--- src/rtl/clk_div_pkg.sv ---
// Shared types and helpers for the programmable clock divider.
// Holds the run/idle state encoding and the divisor clamp rule.
package clk_div_pkg;

    typedef enum logic {
        IDLE = 1'b0,
        RUN  = 1'b1
    } divState_t;

    localparam int unsigned MIN_DIV = 2;

    // Ratios below two cannot form a high and a low phase, so they are raised to two.
    function automatic int unsigned clampDiv(input int unsigned divReq);
        return (divReq < MIN_DIV) ? MIN_DIV : divReq;
    endfunction

endpackage

--- src/rtl/clk_div_prog.sv ---
// Runtime-programmable integer clock divider with a registered output clock and period tick.
// Ratio changes and stop requests only land on period boundaries, so clk_o never glitches.
module clk_div_prog
    import clk_div_pkg::*;
#(
    parameter int CNT_W       = 8,
    parameter int DEFAULT_DIV = 4
) (
    input  logic             clk,
    input  logic             rst_n,
    input  logic             en,
    input  logic [CNT_W-1:0] div_in,
    input  logic             div_load,
    output logic             clk_o,
    output logic             tick,
    output logic [CNT_W-1:0] div_o,
    output logic             running
);

    localparam logic [CNT_W-1:0] DEF_DIV = CNT_W'(DEFAULT_DIV);
    localparam logic [CNT_W-1:0] ONE     = CNT_W'(1);

    divState_t        r_state,   w_stateNxt;
    logic [CNT_W-1:0] r_cnt,     w_cntNxt;
    logic [CNT_W-1:0] r_divCur,  w_divCurNxt;
    logic [CNT_W-1:0] r_pend,    w_pendNxt;
    logic             r_pendVld, w_pendVldNxt;
    logic             r_clkO,    w_clkONxt;
    logic             r_tick,    w_tickNxt;
    logic             r_running, w_runningNxt;

    logic [CNT_W-1:0] w_divClamped;
    logic [CNT_W-1:0] w_high;
    logic [CNT_W-1:0] w_cntInc;
    logic             w_wrap;
    logic             w_start;

    assign w_divClamped = CNT_W'(clampDiv(32'(div_in)));
    // High time is ceil(N/2); split into halves so N = 2^CNT_W-1 cannot overflow.
    assign w_high   = (r_divCur >> 1) + {{(CNT_W-1){1'b0}}, r_divCur[0]};
    assign w_cntInc = r_cnt + ONE;
    assign w_wrap   = (r_cnt == (r_divCur - ONE));

    always_ff @(posedge clk or negedge rst_n) begin
        if (!rst_n) begin
            r_state   <= IDLE;
            r_cnt     <= '0;
            r_divCur  <= DEF_DIV;
            r_pend    <= DEF_DIV;
            r_pendVld <= 1'b0;
            r_clkO    <= 1'b0;
            r_tick    <= 1'b0;
            r_running <= 1'b0;
        end else begin
            r_state   <= w_stateNxt;
            r_cnt     <= w_cntNxt;
            r_divCur  <= w_divCurNxt;
            r_pend    <= w_pendNxt;
            r_pendVld <= w_pendVldNxt;
            r_clkO    <= w_clkONxt;
            r_tick    <= w_tickNxt;
            r_running <= w_runningNxt;
        end
    end

    always_comb begin
        w_stateNxt   = r_state;
        w_cntNxt     = r_cnt;
        w_divCurNxt  = r_divCur;
        w_pendNxt    = r_pend;
        w_pendVldNxt = r_pendVld;
        w_clkONxt    = r_clkO;
        w_tickNxt    = 1'b0;
        w_runningNxt = r_running;
        w_start      = 1'b0;

        case (r_state)
            RUN: begin
                if (w_wrap) begin
                    if (en) begin
                        w_start = 1'b1;
                    end else begin
                        w_stateNxt   = IDLE;
                        w_cntNxt     = '0;
                        w_clkONxt    = 1'b0;
                        w_runningNxt = 1'b0;
                    end
                end else begin
                    w_cntNxt  = w_cntInc;
                    w_clkONxt = (w_cntInc < w_high);
                end
            end
            default: begin
                w_cntNxt     = '0;
                w_clkONxt    = 1'b0;
                w_runningNxt = 1'b0;
                w_start      = en;
            end
        endcase

        // A load arriving on the start edge skips the pending slot and sizes this very period.
        if (w_start) begin
            w_stateNxt   = RUN;
            w_cntNxt     = '0;
            w_clkONxt    = 1'b1;
            w_tickNxt    = 1'b1;
            w_runningNxt = 1'b1;
            if (div_load) begin
                w_divCurNxt  = w_divClamped;
                w_pendVldNxt = 1'b0;
            end else if (r_pendVld) begin
                w_divCurNxt  = r_pend;
                w_pendVldNxt = 1'b0;
            end
        end else if (div_load) begin
            w_pendNxt    = w_divClamped;
            w_pendVldNxt = 1'b1;
        end
    end

    assign clk_o   = r_clkO;
    assign tick    = r_tick;
    assign running = r_running;
    assign div_o   = r_pendVld ? r_pend : r_divCur;

endmodule

--- config.mk ---
export PLATFORM = sky130hd
export DESIGN_NAME = clk_div_prog
export DESIGN_NICKNAME = d
export VERILOG_FILES = /design/src/rtl/clk_div_pkg.sv /design/src/rtl/clk_div_prog.sv
export SDC_FILE = /design/constraint.sdc
export NUM_CORES = 1
export LEC_CHECK = 0
export CORE_MARGIN = 2
export CORE_UTILIZATION = 39
export DETAILED_ROUTE_END_ITERATION = 10
export PLACE_DENSITY = 0.72
export SKIP_CTS_REPAIR_TIMING = 1
export SYNTH_ARGS = -nofsm -noshare
export SYNTH_HDL_FRONTEND = slang
export SYNTH_SLANG_ARGS = --single-unit
--- constraint.sdc ---
create_clock -name clk -period 2.5 [get_ports clk]
set_input_delay 0.5 -clock clk [delete_from_list [all_inputs] [get_ports clk]]
set_output_delay 0.5 -clock clk [all_outputs]
set_load 0.05 [all_outputs]
# == Word-level counts from Yosys, hierarchy flattened ==
# Cells that the tools add are included.
# Widths: inputs -> output; s select.
# totals
regBits,29
input_bits,12
out_inout_bits,11
wordCells,44
# classes
add_sub_neg,3
order_cmp,2
n_eq_ne,4
n_mux,23
bitwise,1
reduce_logical,3
# op_table
operator,count
$mux 8,7
$mux 1,16
$add 7x1->8,1
$add 8x1->8 const B,1
$eq 8x8->1,1
$lt 8x2->1 const B,1
$lt 8x8->1,1
$sub 8x1->8 const B,1
$ne 4x3->1 const B,1
$reduce_and 2->1,2
$ne 3x1->1 const B,1
$ne 3x2->1 const B,1
$reduce_bool 2->1,1
$not 1->1,1

# == Logic depth before layout (Yosys ltp) ==
# depth
word_depth,6
mapped_depth,9
ltp_nobuf,9

# == Worst setup path before layout ==
# No wires, ideal clock.
# synth_path
kind,reg-to-output
start,register r_divCur[2]
end,output div_o[2]
arrival_time_ps,1836
t_required_ps,2000
slack_ps,164
path_stages_with_launch,4
n_path_buf,1
cell_sequence,dfstp_2 buf_6 inv_1 o21ai_0
# synth_between
elab_chain_len,1
# synth_rtl
element,line_no,rtl
from (decl),clk_div_prog.sv:25,"logic [CNT_W-1:0] r_divCur, w_divCurNxt;"
from (signal assigned),clk_div_prog.sv:57,r_divCur <= w_divCurNxt;
$mux 8,-,
to (decl),clk_div_prog.sv:16,"output logic [CNT_W-1:0] div_o,"
# Every way passes these cells.

# == Worst setup path in the final report ==
# layout_path
start,register r_divCur[1]
end,register r_divCur[1]
# layout_between
elab_chain_len,4
elab_cells_between_ends,6
cone_classes,add/sub (1); eq/ne (1); mux (4)
# layout_rtl
element,line_no,rtl
$sub 8x1->8,clk_div_prog.sv:42,assign w_wrap = (r_cnt == (r_divCur - ONE));
$eq 8x8->1,clk_div_prog.sv:42,
$mux 1,clk_div_prog.sv:79,if (w_wrap) begin
$mux 1,clk_div_prog.sv:77,case (r_state)
# Parallel ways exist; a longest one is shown, timed or not.
# A chain may end at the register's enable or synchronous reset.

==> impl_metrics.env <==
export IMPL_via_per_inst=5.00
export IMPL_seqCellArea_um2=728
export IMPL_worst_setup_path_type="flip-flop to flip-flop"
export IMPL_postSynthNetCount=209
export IMPL_diodes=0
export IMPL_floorplan_die_area_um2=5480
export IMPL_peakVddDrop_v=0.000289
export IMPL_power_per_cell_area_nw_per_um2=486
export IMPL_area_growth_synth_to_final_pct=21.6
export IMPL_post_dp_hpwl_um=2900
export IMPL_post_layout_nonfiller_instances=280
export IMPL_num_vias=1400
export IMPL_maximum_buffer_depth_of_the_clock_tree=2
export IMPL_portbufs=22
export IMPL_detail_route_wirelength_um=3900
export IMPL_clkTransAtPathRegs_ns=0.07
export IMPL_preCtsSetupSlack_ns=-0.0458
export IMPL_synth_distinct_cells=37
export IMPL_gr_usage_all_layers_pct=15.7
export IMPL_cell_chosen_for_the_clock_root="sky130_fd_sc_hd__clkbuf_8"
export IMPL_final_nets=235
export IMPL_maximum_number_of_pins_on_one_net_before_global_route_repair=30
export IMPL_detailedRoute_firstIterationViolations=72
export IMPL_drtAntennaViolNets=0
export IMPL_worst_ep_required_time_ns=2.67
export IMPL_i_o_pin_cnt=23
export IMPL_timing_max_cap_violations=0
export IMPL_final_layout_size_suffix_gt1_share_pct=18.8
export IMPL_gpl_final_weighted_congestion=0.830
export IMPL_global_route_wire_length_before_repair_um=6440
export IMPL_timing_final_crit_share_pct=95.6
export IMPL_cts_max_level=2
export IMPL_most_used_cells_in_the_layout_excluding_fill_and_tap_cells="27 x sky130_fd_sc_hd__dfrtp_1, 16 x sky130_fd_sc_hd__mux2i_1, 14 x sky130_fd_sc_hd__nand2_1, 14 x sky130_fd_sc_hd__clkdlybuf4s50_1"
export IMPL_floorplan_initialDensity_pct=40.5
export IMPL_cp_start_kind="flip-flop"
export IMPL_layout_setup_ws_ns=0.111
export IMPL_report_final_slew_viol_count=0
export IMPL_tritoncts_num_sinks=29
export IMPL_final_min_clock_period_ns=2.39
export IMPL_seq_area_frac_synth_pct=38.1
export IMPL_firstDrtPassIters=4
export IMPL_global_route_overflow_total=0
export IMPL_wl_per_cell_um=13.9
export IMPL_final_fill_count=427
export IMPL_row_count=25
export IMPL_syn_mean_instance_area_um2=10.3
export IMPL_worst_min_delay_path_class="flip-flop to flip-flop"
export IMPL_totalPowerFinal_uw=1130
export IMPL_multi_input_area_um2=1110
export IMPL_end_kind="flip-flop"
export IMPL_mostFrequentLayoutCell="sky130_fd_sc_hd__dfrtp_1"
export IMPL_synthCells=186
export IMPL_syn_area_um2=1910
export IMPL_max_slew_headroom_pct=66.7
export IMPL_cts_inserted_buffers=5
export IMPL_static_leakage_power_uw=0.00120
export IMPL_run_status="finished clean"
export IMPL_crit_arrival_ns=2.55
export IMPL_cts_tree="yes"
export IMPL_dpl_cell_count=272
export IMPL_ys_seq_elements=29
export IMPL_maximum_clock_rate_mhz=419
export IMPL_worst_skew_pair_latency_ns=0.29
export IMPL_final_setup_skew_ns=0.0122
export IMPL_timing_final_hold_violations=0
export IMPL_grt_antenna_before_repair=0
export IMPL_drc_violations_left=0
export IMPL_floorplan_core_area_um2=4720
export IMPL_worst_slew_pin_transition_ns=0.498
export IMPL_final_setup_violation_count=0
export IMPL_ys_warn_count=0
export IMPL_grt_pass1_vias=1387
export IMPL_die_height_um=74.0
export IMPL_die_w_um=74.0
export IMPL_crit_path_max_fanout=12
-- state kept, by name, indices dropped and copies added (netlist names) --
signal	count
clk_o	1
running	1
r_state	1
r_pend	8
tick	1
r_pendVld	1
r_cnt	8
r_divCur	8
-- Yosys cell counts --
cell type	count	area [µm²]
sky130_fd_sc_hd__o21a_1	1	7.51
sky130_fd_sc_hd__nor2_1	6	22.5
sky130_fd_sc_hd__buf_6	2	22.5
sky130_fd_sc_hd__nand3b_1	2	15.0
sky130_fd_sc_hd__mux2_4	7	105
sky130_fd_sc_hd__o31a_1	1	8.76
sky130_fd_sc_hd__nor2b_1	8	50.1
sky130_fd_sc_hd__inv_1	13	48.8
sky130_fd_sc_hd__clkbuf_1	5	18.8
sky130_fd_sc_hd__a2111oi_4	1	27.5
sky130_fd_sc_hd__o41ai_4	1	27.5
sky130_fd_sc_hd__xnor2_1	11	96.3
sky130_fd_sc_hd__ha_1	11	138
sky130_fd_sc_hd__nor3_2	1	10.0
sky130_fd_sc_hd__dfstp_2	2	52.6
sky130_fd_sc_hd__nor3b_1	2	15.0
sky130_fd_sc_hd__dfrtp_1	27	676
sky130_fd_sc_hd__nand2_1	14	52.6
sky130_fd_sc_hd__a21oi_1	4	20.0
sky130_fd_sc_hd__nand3_1	11	55.1
sky130_fd_sc_hd__or2_2	1	6.26
sky130_fd_sc_hd__a21boi_4	1	18.8
sky130_fd_sc_hd__o21ai_0	11	55.1
sky130_fd_sc_hd__xor2_1	9	78.8
sky130_fd_sc_hd__o211ai_1	1	7.51
sky130_fd_sc_hd__nand2b_1	3	18.8
sky130_fd_sc_hd__buf_2	2	10.0
sky130_fd_sc_hd__mux2i_1	16	160
sky130_fd_sc_hd__a221oi_1	1	8.76
sky130_fd_sc_hd__and4_1	1	8.76
sky130_fd_sc_hd__nor4_1	2	12.5
sky130_fd_sc_hd__o211a_1	1	10.0
sky130_fd_sc_hd__or4_4	1	11.3
sky130_fd_sc_hd__nand2_2	1	6.26
sky130_fd_sc_hd__nor3_1	2	10.0
sky130_fd_sc_hd__o41ai_1	1	8.76
sky130_fd_sc_hd__and3_1	2	12.5
-- cell families after synthesis --
kind of cell	synth area share, %
AND/OR/NAND/NOR	16.0
flip-flops	38.1
AO/OA/AOI/OAI	10.5
multiplexers	13.9
buffers and inverters	5.23
XOR/XNOR	9.16
adder cells (fa/ha/maj)	7.19
-- worst max-delay path, stage by stage (launching register included) --
cell and delay [ns]:
sky130_fd_sc_hd__dfrtp_1 0.43, sky130_fd_sc_hd__inv_1 0.12, sky130_fd_sc_hd__ha_1 0.21, sky130_fd_sc_hd__nor3b_2 0.22, sky130_fd_sc_hd__nand3_1 0.11, sky130_fd_sc_hd__xnor2_1 0.18
sky130_fd_sc_hd__o41ai_4 0.47, sky130_fd_sc_hd__buf_6 0.22, sky130_fd_sc_hd__nand2_4 0.15, sky130_fd_sc_hd__mux2i_1 0.16
-- layer usage --
metal  global-route usage [%]  wire length [µm]
met2                     23.9              1830
met5                        0                 0
met3                     3.25               119
met4                     8.48                89
met1                     20.9              1860
-- final timing paths --
path,slack [ns],endpoint,start,cells past startpoint
worst max-delay path,0.11,r_divCur[1],r_divCur[1],9
worst max register to register,0.11,r_divCur[1],r_divCur[1],9
worst min-delay path,0.52,r_pend[5],r_pend[5],1
min in group asynchronous,0.60,r_divCur[7],rst_n,2
worst min register to register,0.52,r_pend[5],r_pend[5],1
max in group asynchronous,1.58,r_divCur[2],rst_n,2
-- power breakdown --
part	leakage [µW]	total [µW]	internal, µW	switching (µW)
registers	0.000310	491	484	7.14
clock network	0.0000552	477	295	182
logic	0.000835	163	67.4	95.8
-- final cells by class --
class                           count  area share, %
Multi-Input combinational cell    135           47.7
Sequential cell                    29           31.3
Timing Repair Buffer               28           10.7
Tap cell                           67           3.60
Clock buffer                        6           3.12
Inverter                           13           2.10
Clock inverter                      2           1.51
-- through the flow --
| step | hold WS, ns | cell area, µm² | setup TNS, ns | utilization, % |
|---|---|---|---|---|
| after global placement | 0.494 | 2190 | 0 | 46.4 |
| after floorplan | 0.204 | 1910 | 0 | - |
| after global routing | 0.534 | 2330 | -0.0889 | 49.2 |
| after CTS | 0.517 | 2300 | -0.323 | 48.7 |
| final | 0.515 | 2330 | 0 | 49.2 |
| after detailed placement | 0.498 | 2190 | -0.316 | 46.4 |
Note: power is estimated with default switching activity, not from simulation.
